### src/rtl/norm_pow2_seq.sv
// norm_pow2_seq: iterative normaliser for signed two's-complement fractions.
//
// A start request loads the operand into a working register, which is then
// shifted left (zero fill) one position per clock until its two top bits
// differ or WIDTH-1 shifts have been applied. The finished word, the shift
// count (exp) and the decoded scale factor 2^-exp are then registered and
// flagged with a single-cycle done pulse.
//
// Optional build macro NORM_FAST_EN: the NORM state looks two positions ahead
// and shifts by two whenever that cannot overshoot the normalised position.
// The results are identical; only the latency changes.
module norm_pow2_seq #(
  parameter int WIDTH = 24,
  parameter int SHW   = 5
) (
  input  logic             clk,
  input  logic             rst_n,
  input  logic             start,
  input  logic             abort,
  input  logic [WIDTH-1:0] din,
  output logic             ready,
  output logic             done,
  output logic [WIDTH-1:0] dout,
  output logic [SHW-1:0]   exp,
  output logic [WIDTH-1:0] scale,
  output logic             zero
);

  typedef enum logic [1:0] {
    S_IDLE = 2'd0,
    S_NORM = 2'd1,
    S_DONE = 2'd2
  } state_e;

  // Largest shift count; a zero or all-ones operand stops here.
  localparam logic [SHW-1:0] CNT_MAX = SHW'(WIDTH - 1);

  state_e           state_q, state_d;
  logic [WIDTH-1:0] work_q,  work_d;
  logic [SHW-1:0]   count_q, count_d;
  logic             ready_q, ready_d;
  logic             done_q,  done_d;
  logic [WIDTH-1:0] dout_q,  dout_d;
  logic [SHW-1:0]   exp_q,   exp_d;
  logic [WIDTH-1:0] scale_q, scale_d;
  logic             zero_q,  zero_d;

  logic norm_now;
  logic stop_now;

  // Decode 2^-e as a signed fraction: bit (WIDTH-1-e) set. e=0 would need
  // the value 1.0, which a signed fraction cannot hold, so it decodes to 0.
  function automatic logic [WIDTH-1:0] scale_of(input logic [SHW-1:0] e);
    logic [WIDTH-1:0] s;
    s = '0;
    for (int i = 1; i < WIDTH; i++) begin
      if (e == SHW'(i)) s[WIDTH-1-i] = 1'b1;
    end
    return s;
  endfunction

  // Normalisation test on the current working word.
  always_comb begin
    norm_now = work_q[WIDTH-1] ^ work_q[WIDTH-2];
    stop_now = norm_now || (count_q == CNT_MAX);
  end

`ifdef NORM_FAST_EN
  logic norm_next;
  logic fast_ok;

  // Look-ahead: would the word one shift further already be normalised?
  always_comb begin
    norm_next = work_q[WIDTH-2] ^ work_q[WIDTH-3];
    fast_ok   = !norm_next && (count_q <= (CNT_MAX - SHW'(2)));
  end
`endif

  // Next-state and next-output logic for the IDLE -> NORM -> DONE sequence.
  always_comb begin
    // NOTE: every variable gets a hold/default value up front so that no
    // path through the case leaves one unassigned and a latch is inferred.
    state_d = state_q;
    work_d  = work_q;
    count_d = count_q;
    ready_d = ready_q;
    done_d  = 1'b0;
    dout_d  = dout_q;
    exp_d   = exp_q;
    scale_d = scale_q;
    zero_d  = zero_q;

    unique case (state_q)
      S_IDLE: begin
        ready_d = 1'b1;
        // abort has priority over a coincident start.
        if (start && !abort) begin
          work_d  = din;
          count_d = '0;
          ready_d = 1'b0;
          state_d = S_NORM;
        end
      end

      S_NORM: begin
        if (abort) begin
          // Cancel: result registers keep the previous operation's values.
          ready_d = 1'b1;
          state_d = S_IDLE;
        end else if (stop_now) begin
          dout_d  = work_q;
          exp_d   = count_q;
          scale_d = scale_of(count_q);
          zero_d  = (work_q == '0);
          done_d  = 1'b1;
          state_d = S_DONE;
        end else begin
`ifdef NORM_FAST_EN
          if (fast_ok) begin
            work_d  = work_q << 2;
            count_d = count_q + SHW'(2);
          end else begin
            work_d  = work_q << 1;
            count_d = count_q + SHW'(1);
          end
`else
          work_d  = work_q << 1;
          count_d = count_q + SHW'(1);
`endif
        end
      end

      S_DONE: begin
        // done is visible for exactly this state; always back to IDLE.
        ready_d = 1'b1;
        state_d = S_IDLE;
      end

      default: begin
        ready_d = 1'b1;
        state_d = S_IDLE;
      end
    endcase
  end

  // State and output registers; asynchronous reset clears everything.
  always_ff @(posedge clk or negedge rst_n) begin
    // NOTE: sequential state uses non-blocking assignments so every flop
    // samples the pre-edge values regardless of statement order.
    if (!rst_n) begin
      // NOTE: the working register and count are reset too; they are plain
      // flops, not a memory array, and a known value keeps the datapath clean.
      state_q <= S_IDLE;
      work_q  <= '0;
      count_q <= '0;
      ready_q <= 1'b1;
      done_q  <= 1'b0;
      dout_q  <= '0;
      exp_q   <= '0;
      scale_q <= '0;
      zero_q  <= 1'b0;
    end else begin
      state_q <= state_d;
      work_q  <= work_d;
      count_q <= count_d;
      ready_q <= ready_d;
      done_q  <= done_d;
      dout_q  <= dout_d;
      exp_q   <= exp_d;
      scale_q <= scale_d;
      zero_q  <= zero_d;
    end
  end

  // Outputs come straight from registers.
  always_comb begin
    ready = ready_q;
    done  = done_q;
    dout  = dout_q;
    exp   = exp_q;
    scale = scale_q;
    zero  = zero_q;
  end

endmodule
### config.mk
export PLATFORM = sky130hd
export DESIGN_NAME = norm_pow2_seq
export DESIGN_NICKNAME = d
export VERILOG_FILES = /design/src/rtl/norm_pow2_seq.sv
export SDC_FILE = /design/constraint.sdc
export NUM_CORES = 1
export LEC_CHECK = 0
export ABC_CLOCK_PERIOD_IN_PS = 3100
export BUFFER_PORTS_ARGS = -buffer_cell sky130_fd_sc_hd__clkbuf_2
export CORE_MARGIN = 1
export CORE_UTILIZATION = 35
export CTS_CLUSTER_DIAMETER = 80
export CTS_CLUSTER_SIZE = 10
export DETAILED_ROUTE_END_ITERATION = 6
export HOLD_SLACK_MARGIN = 0.1
export PLACE_DENSITY = 0.68
export SETUP_SLACK_MARGIN = 0.05
export SLEW_MARGIN = 20
export SYNTH_ARGS = -nofsm -noshare
export SYNTH_HDL_FRONTEND = slang
export SYNTH_SLANG_ARGS = --single-unit
### constraint.sdc
create_clock -name clk -period 3.1 [get_ports clk]
set_input_delay 0.155 -clock clk [delete_from_list [all_inputs] [get_ports clk]]
set_output_delay 0.155 -clock clk [all_outputs]
set_load 0.005 [all_outputs]
==> summary.txt, run 1 <==
Outcome
  • Status: finished clean

Logic synthesis
  • Yosys top cell by area: dfrtp_1
  • Compound-Gate Fraction of Synth Area: 9.88%
  • Post-synth top area share: 57.5%
  • Area contributors post-synth: dfrtp_1 (58%), nand2_1 (7.3%), mux2_2 (7.3%)
  • Sequential fraction of the synthesis area: 58.2%
  • Post-synthesis mux area share: 13.6%
  • Yosys warns: 0
  • Mapped Nets: 365
  • Post-synthesis cell type count: 37
  • Synthesized area per cell: 11.2 um^2
  • Post-synthesis xor/xnor area fraction: 0%
  • Syn Std Cell Area: 0.00370 mm^2
  • Adder-cell share of the synthesized area: 2.03%
  • Post-Synth Simple-Gate Area: 12.8%
  • Synth Instances: 331
  • Yosys reg bits: 86
  • Main combinational cell family by area after synthesis: multiplexers

Die
  • Initial Util: 36.0%
  • Die width: 105 um
  • Die ar.: 0.0110 mm^2
  • I/O pin total: 84
  • Die Y: 105 um
  • # rows: 37
  • Core ar.: 0.0103 mm^2

Power
  • Worst vdd ir: 467 uV
  • Lkg Pwr: 2.33 nW
  • PwrDens: 787 mW/mm^2

Critical path
  • Critical path's largest stage delay: 0.42 ns
  • WP data required: 3.34 ns
  • R2R depth: 5
  • CP Buf/Inv Count: 1
  • Startpoint types: flop
  • Delay-heaviest family, CP: flip-flops
  • RR Startpoint: count_q[0]
  • Type of the worst setup path: flop to flop
  • Stages on worst setup path: 5
  • Critical R2R Capture: exp[3]
  • Crit-path max FO: 52
  • Crit-path cells: ha_1, and4b_1, o21ai_4, buf_4, mux2_2
  • CP Capture Type: flop
  • CP arrival: 2.29 ns
  • CP max stage cell: dfrtp_1
  • Worst R2R Setup Slack: 1.05 ns

Clock network
  • TritonCTS clock tree: done
  • # Post-CTS Setup Buffers: 0
  • Clk pin slew, worst setup/hold paths: 0.08 ns
  • CTS HTree Levels: 3
  • Root Driver: clkbuf_8
  • Clock Sinks: 86
  • Clock Latency Late Sink: 0.35 ns
  • Total CTS buffers: 9
  • Clock tree buffer depth: 2

Placement
  • Placer Congestion: 0.765
  • Detailed placer's ending HPWL: 5410 um
  • IO Port Bufs: 82
  • Post-placement cell count: 532

Timing
  • Final hold slack: 0.118 ns
  • Setup TNS: 0 ns
  • Worst-Margin Slew: 0.843 ns
  • Worst Skew: 0.00899 ns
  • Final max-slew violation count: 0
  • Period utilisation layout: 66.2%
  • Fin crit period: 2.05 ns
  • Final hold vios: 0
  • Final setup vio count: 0
  • Unrepaired setup endpoints after global routing: no
  • Relative slew slack: 43.8%
  • FMAX: 487 MHz

Min path
  • HP Class: primary input to flop
  • Hold Crit Depth: 3
  • Hold path endpoint: work_q[19]
  • Worst hold start: din[19]

Detailed routing
  • First-pass DRT Iterations: 4
  • Drt wl/cell: 13.9 um
  • Wirelength, routed: 7920 um
  • Avg Vias per Cell: 4.81
  • DR vias: 2,742
  • Routed Antenna Nets: 0
  • Initial DRC count: 115
  • # DRC: 0

Finish
  • Non-Filler Instances: 570
  • Antenna diodes: 0
  • Filler cells: 998
  • Layout Nets: 464
  • Final Core Density: 45.1%
  • Layout area overhead: 25.4%
  • Share of cells above drive strength 1: 29.5%

GRT
  • First-pass GRT wire length: 13,700 um
  • Number of global-route vias before repair: 2,720
  • Global Route Usage Sum: 15.6%
  • Initial antenna violation count: 0
  • Largest net degree at the start of global routing: 87
  • GR Overflow Total: 0

Flow run
  • Max Cap Viol: 0
==> worst min-delay path, stage by stage <==
cell      delay (ns)
clkbuf_2        0.09
mux2i_1         0.06
o21ai_0         0.13
==> placed cells by master, fill, tap and decap left out, drive strengths merged <==
cell type    synthesis  final
and3                 1      1
a32oi                1      1
mux2i               22     22
clkbuf              12     92
nor3b                1      1
buf                  8      4
nor2                 5      5
a22o                 1      1
nand3                4      4
inv                  8      8
clkinv               1      4
dlygate4sd3          0     23
o21ai               41     41
conb                 1      1
mux2                25     25
bufinv               0      1
ha                   6      6
or3                  1      1
nand4                1      1
a21oi                1      1
dfrtp               85     85
nor4                 4      4
and4b                1      1
o41ai                5      5
o31ai               10     10
nand2               72     72
o211ai               1      1
nand4b               1      1
or4                  1      1
dfstp                1      1
nor3                 2      2
nand2b               5      5
nand3b               1      1
nor4b                2      2
==> logic make-up (layout without fill, tap and decap cells) <==
kind of cell / count (synthesis) / in the layout
AOI/OAI and AO/OA: 60 / 60
adders and majority gates: 6 / 6
buffers and inverters: 29 / 132
DFF: 86 / 86
muxes: 47 / 47
other: 1 / 1
and+or+nand+nor: 102 / 102
==> final cells by class <==
class                      instances  area (um^2)  share of cell area (%)
sequential                        86         2150                    46.5
multi-input combinational        216         1430                    30.8
timing repair buffer             108          669                    14.4
tap                              136          170                    3.67
clock buffer                      11          131                    2.83
clock inverter                     4         48.8                    1.05
inverter                           9         33.8                   0.729
==> sequential cells by signal, indices dropped and copies added, names as in the netlist <==
signal	flops
work_q	24
ready	1
zero	1
state_q	2
count_q	5
scale	23
done	1
dout	24
exp	5
==> power breakdown <==
part	internal [mW]	leakage [nW]	switching, mW	total [mW]
Clock	0.367	0.0931	0.376	0.743
Combinational	0.543	1.12	0.556	1.10
Sequential	1.50	1.13	0.309	1.81
==> synthesized netlist by cell type <==
cell type / number
a21oi_1: 1
a22o_1: 1
a32oi_2: 1
and3_1: 1
and4b_1: 1
buf_2: 6
buf_4: 2
clkbuf_1: 11
clkbuf_2: 1
clkinv_1: 1
conb_1: 1
dfrtp_1: 85
dfstp_2: 1
ha_1: 6
inv_1: 8
mux2_1: 1
mux2_2: 24
mux2i_1: 22
nand2_1: 72
nand2b_1: 5
nand3_1: 4
nand3b_1: 1
nand4_1: 1
nand4b_1: 1
nor2_1: 5
nor3_1: 2
nor3b_2: 1
nor4_1: 4
nor4b_1: 1
nor4b_4: 1
o211ai_1: 1
o21ai_0: 40
o21ai_2: 1
o31ai_1: 10
o41ai_1: 5
or3_1: 1
or4_1: 1
==> worst max path at each step <==
stage | from | end | slack [ns]
detailed placement | count_q[0] | exp[3] | 1.06
global route | count_q[1] | work_q[9] | 0.93
global placement | count_q[1] | exp[3] | 1.13
floorplan | count_q[0] | dout[0] | 1.28
finish | count_q[0] | exp[3] | 1.05
CTS | count_q[0] | exp[3] | 1.05
==> layer usage <==
layer	GRT usage [%]	part of all wire (%)
met3	4.37	5.2
met1	20.5	46
met2	25.4	48
met4	4.23	1.1
met5	0	0
==> metrics by stage <==
stage / setup WS, ns / instance area [um^2] / total power, mW
5_1_grt: 0.927 / 4640 / 3.93
6_report: 1.05 / 4640 / 3.65
2_1_floorplan: 1.28 / 3700 / 2.45
3_5_place_dp: 1.06 / 4220 / 2.91
3_3_place_gp: 1.13 / 4220 / 2.87
4_1_cts: 1.05 / 4620 / 3.69
==> repair_timing <==
| item | CTS | global route |
|---|---|---|
| hold buffers | 22 | 1 |
| hold endpoints to repair | 106 | 1 |
| resized for setup | 0 | 0 |
No activity file was read; power rests on OpenSTA's default activity.
==> run 2, diff against run 1 <==
- ABC_CLOCK_PERIOD_IN_PS: 3100 -> 1720
- PLACE_DENSITY: 0.68 -> 0.7
- clock period: 3.1 -> 1.72 ns (I/O delays scaled with it)
==> summary.txt, run 2 (synthesized netlist as in run 1, its figures left out) <==
GRT
  • Global Route Usage Sum: 16.3%
  • Largest net degree at the start of global routing: 49
  • Initial antenna violation count: 0
  • First-pass GRT wire length: 14,100 um
  • Number of global-route vias before repair: 2,933
  • GR Overflow Total: 0

Critical path
  • R2R depth: 6
  • Type of the worst setup path: flop to flop
  • WP data required: 2.02 ns
  • Crit-path max FO: 5
  • RR Startpoint: work_q[22]
  • CP Capture Type: flop
  • Startpoint types: flop
  • Critical R2R Capture: count_q[3]
  • Worst R2R Setup Slack: -0.09 ns
  • CP arrival: 2.11 ns

Clock network
  • Clock tree buffer depth: 2
  • TritonCTS clock tree: done
  • Total CTS buffers: 9
  • Clock Latency Late Sink: 0.36 ns
  • Clock Sinks: 86
  • CTS HTree Levels: 3
  • Clk pin slew, worst setup/hold paths: 0.09 ns
  • Root Driver: clkbuf_8

Power
  • Clock power frac: 18.4%
  • PwrDens: 1400 mW/mm^2
  • Sw Share: 34.5%
  • Worst vdd ir: 656 uV
  • Pwr Total: 7.83 mW
  • Internal power: 5.13 mW
  • Sw power: 2.70 mW
  • Reg power frac: 41.6%
  • Part of the power in combinational logic: 40.0%
  • Lkg Pwr: 2.84 nW

Detailed routing
  • First-pass DRT Iterations: 6
  • Drt wl/cell: 16.3 um
  • Avg Vias per Cell: 4.90
  • DR vias: 3,025
  • Wirelength, routed: 10,000 um
  • Routed Antenna Nets: 0
  • Top sig layer: met4
  • Met3 WL: 381 um
  • Routed met1 length: 4260 um
  • Initial DRC count: 97
  • Met2 wire length: 5250 um
  • # DRC: 0

Die
  • Initial Util: 36.0%
  • Core ar.: 0.0103 mm^2
  • I/O pin total: 84
  • # rows: 37
  • Die Y: 105 um
  • Die ar.: 0.0110 mm^2
  • Die width: 105 um

Placement
  • Detailed placer's ending HPWL: 5930 um
  • Placer Congestion: 0.759
  • Cell Area, Placed: 0.00446 mm^2
  • Dpl ws: 0.0154 ns
  • IO Port Bufs: 82

Finish
  • Layout Nets: 511
  • Final instance area: 0.00561 mm^2
  • Commonest cells after routing, fill and taps aside: dfrtp_1 (85), clkbuf_2 (81), nand2_1 (58)
  • Layout area overhead: 51.7%
  • Antenna diodes: 0
  • Share of cells above drive strength 1: 43.7%
  • Commonest non-fill, non-tap cell in the layout: dfrtp_1

Timing
  • FMAX: 552 MHz
  • Unrepaired setup endpoints after global routing: yes
  • Fin crit period: 1.81 ns
  • Setup TNS: -0.709 ns
  • Worst Skew: 0.00842 ns
  • PnR worst setup slack: -0.0921 ns
  • Final hold vios: 0
  • Final max-slew violation count: 0
  • Final hold slack: 0.197 ns
  • Final setup vio count: 31
  • Period utilisation layout: 105%

Outcome
  • Status: complete, but fails checks
  • Failing checks: negative setup slack

Flow run
  • Max Cap Viol: 0

Min path
  • HP Class: primary input to async pin
[run 2: layout make-up]
| cell class | instances | area, um^2 |
|---|---|---|
| Clock buffer | 10 | 138 |
| Clock inverter | 5 | 58.8 |
| Fill cell | 911 | 4670 |
| Inverter | 9 | 36.3 |
| Multi-Input combinational cell | 216 | 1750 |
| Sequential cell | 86 | 2150 |
| Tap cell | 136 | 170 |
| Timing Repair Buffer | 155 | 1300 |
[run 2: worst max path at each step]
stage          depth (start not counted)    endpoint  startpoint  slack [ns]
2_1_floorplan                          5     dout[0]  count_q[0]        0.01
3_3_place_gp                           6  count_q[3]  work_q[22]        0.07
3_5_place_dp                           6  count_q[3]  work_q[22]        0.02
4_1_cts                                6  count_q[3]  work_q[22]       0.002
5_1_grt                                6  count_q[3]  work_q[22]       -0.16
6_report                               6  count_q[3]  work_q[22]       -0.09
[run 2: critical path, cell delays in order, from the launching register on]
cell and delay, ns:
dfrtp_1 0.40, inv_2 0.09, ha_4 0.21, nor4b_4 0.36
a32oi_4 0.16, or4_1 0.44, nand3_1 0.09
[run 2: what timing repair did]
item                                    CTS  global route
hold buffers                             27             0
cloned                                    0            11
pin swaps                                 2            16
buffers inserted                          3            10
endpoints found under the setup margin   43            75
hold endpoints to repair                111             0
gates resized for setup                   2           101
[run 2: metal layers]
| layer | up-vias | track usage [%] |
|---|---|---|
| met1 | 1497 | 20.0 |
| met2 | 74 | 28.9 |
| met3 | 14 | 3.62 |
| li1 | 1440 | - |
| met5 | - | 0 |
| met4 | 0 | 4.53 |
[run 2: power by group through the flow]
stage	Clock (mW)	Combinational (mW)	Sequential (mW)
3_3_place_gp	0	2.23	3.23
3_5_place_dp	0	2.29	3.26
2_1_floorplan	0	1.35	3.17
5_1_grt	1.53	3.41	3.36
6_report	1.44	3.13	3.26
4_1_cts	1.47	2.39	3.22
[run 2: metrics by stage]
step                std cells  util, %
floorplan                 331        -
global placement          551     43.4
detailed placement        551     43.4
CTS                       596     48.2
global route              617     54.6
finish                    617     54.6
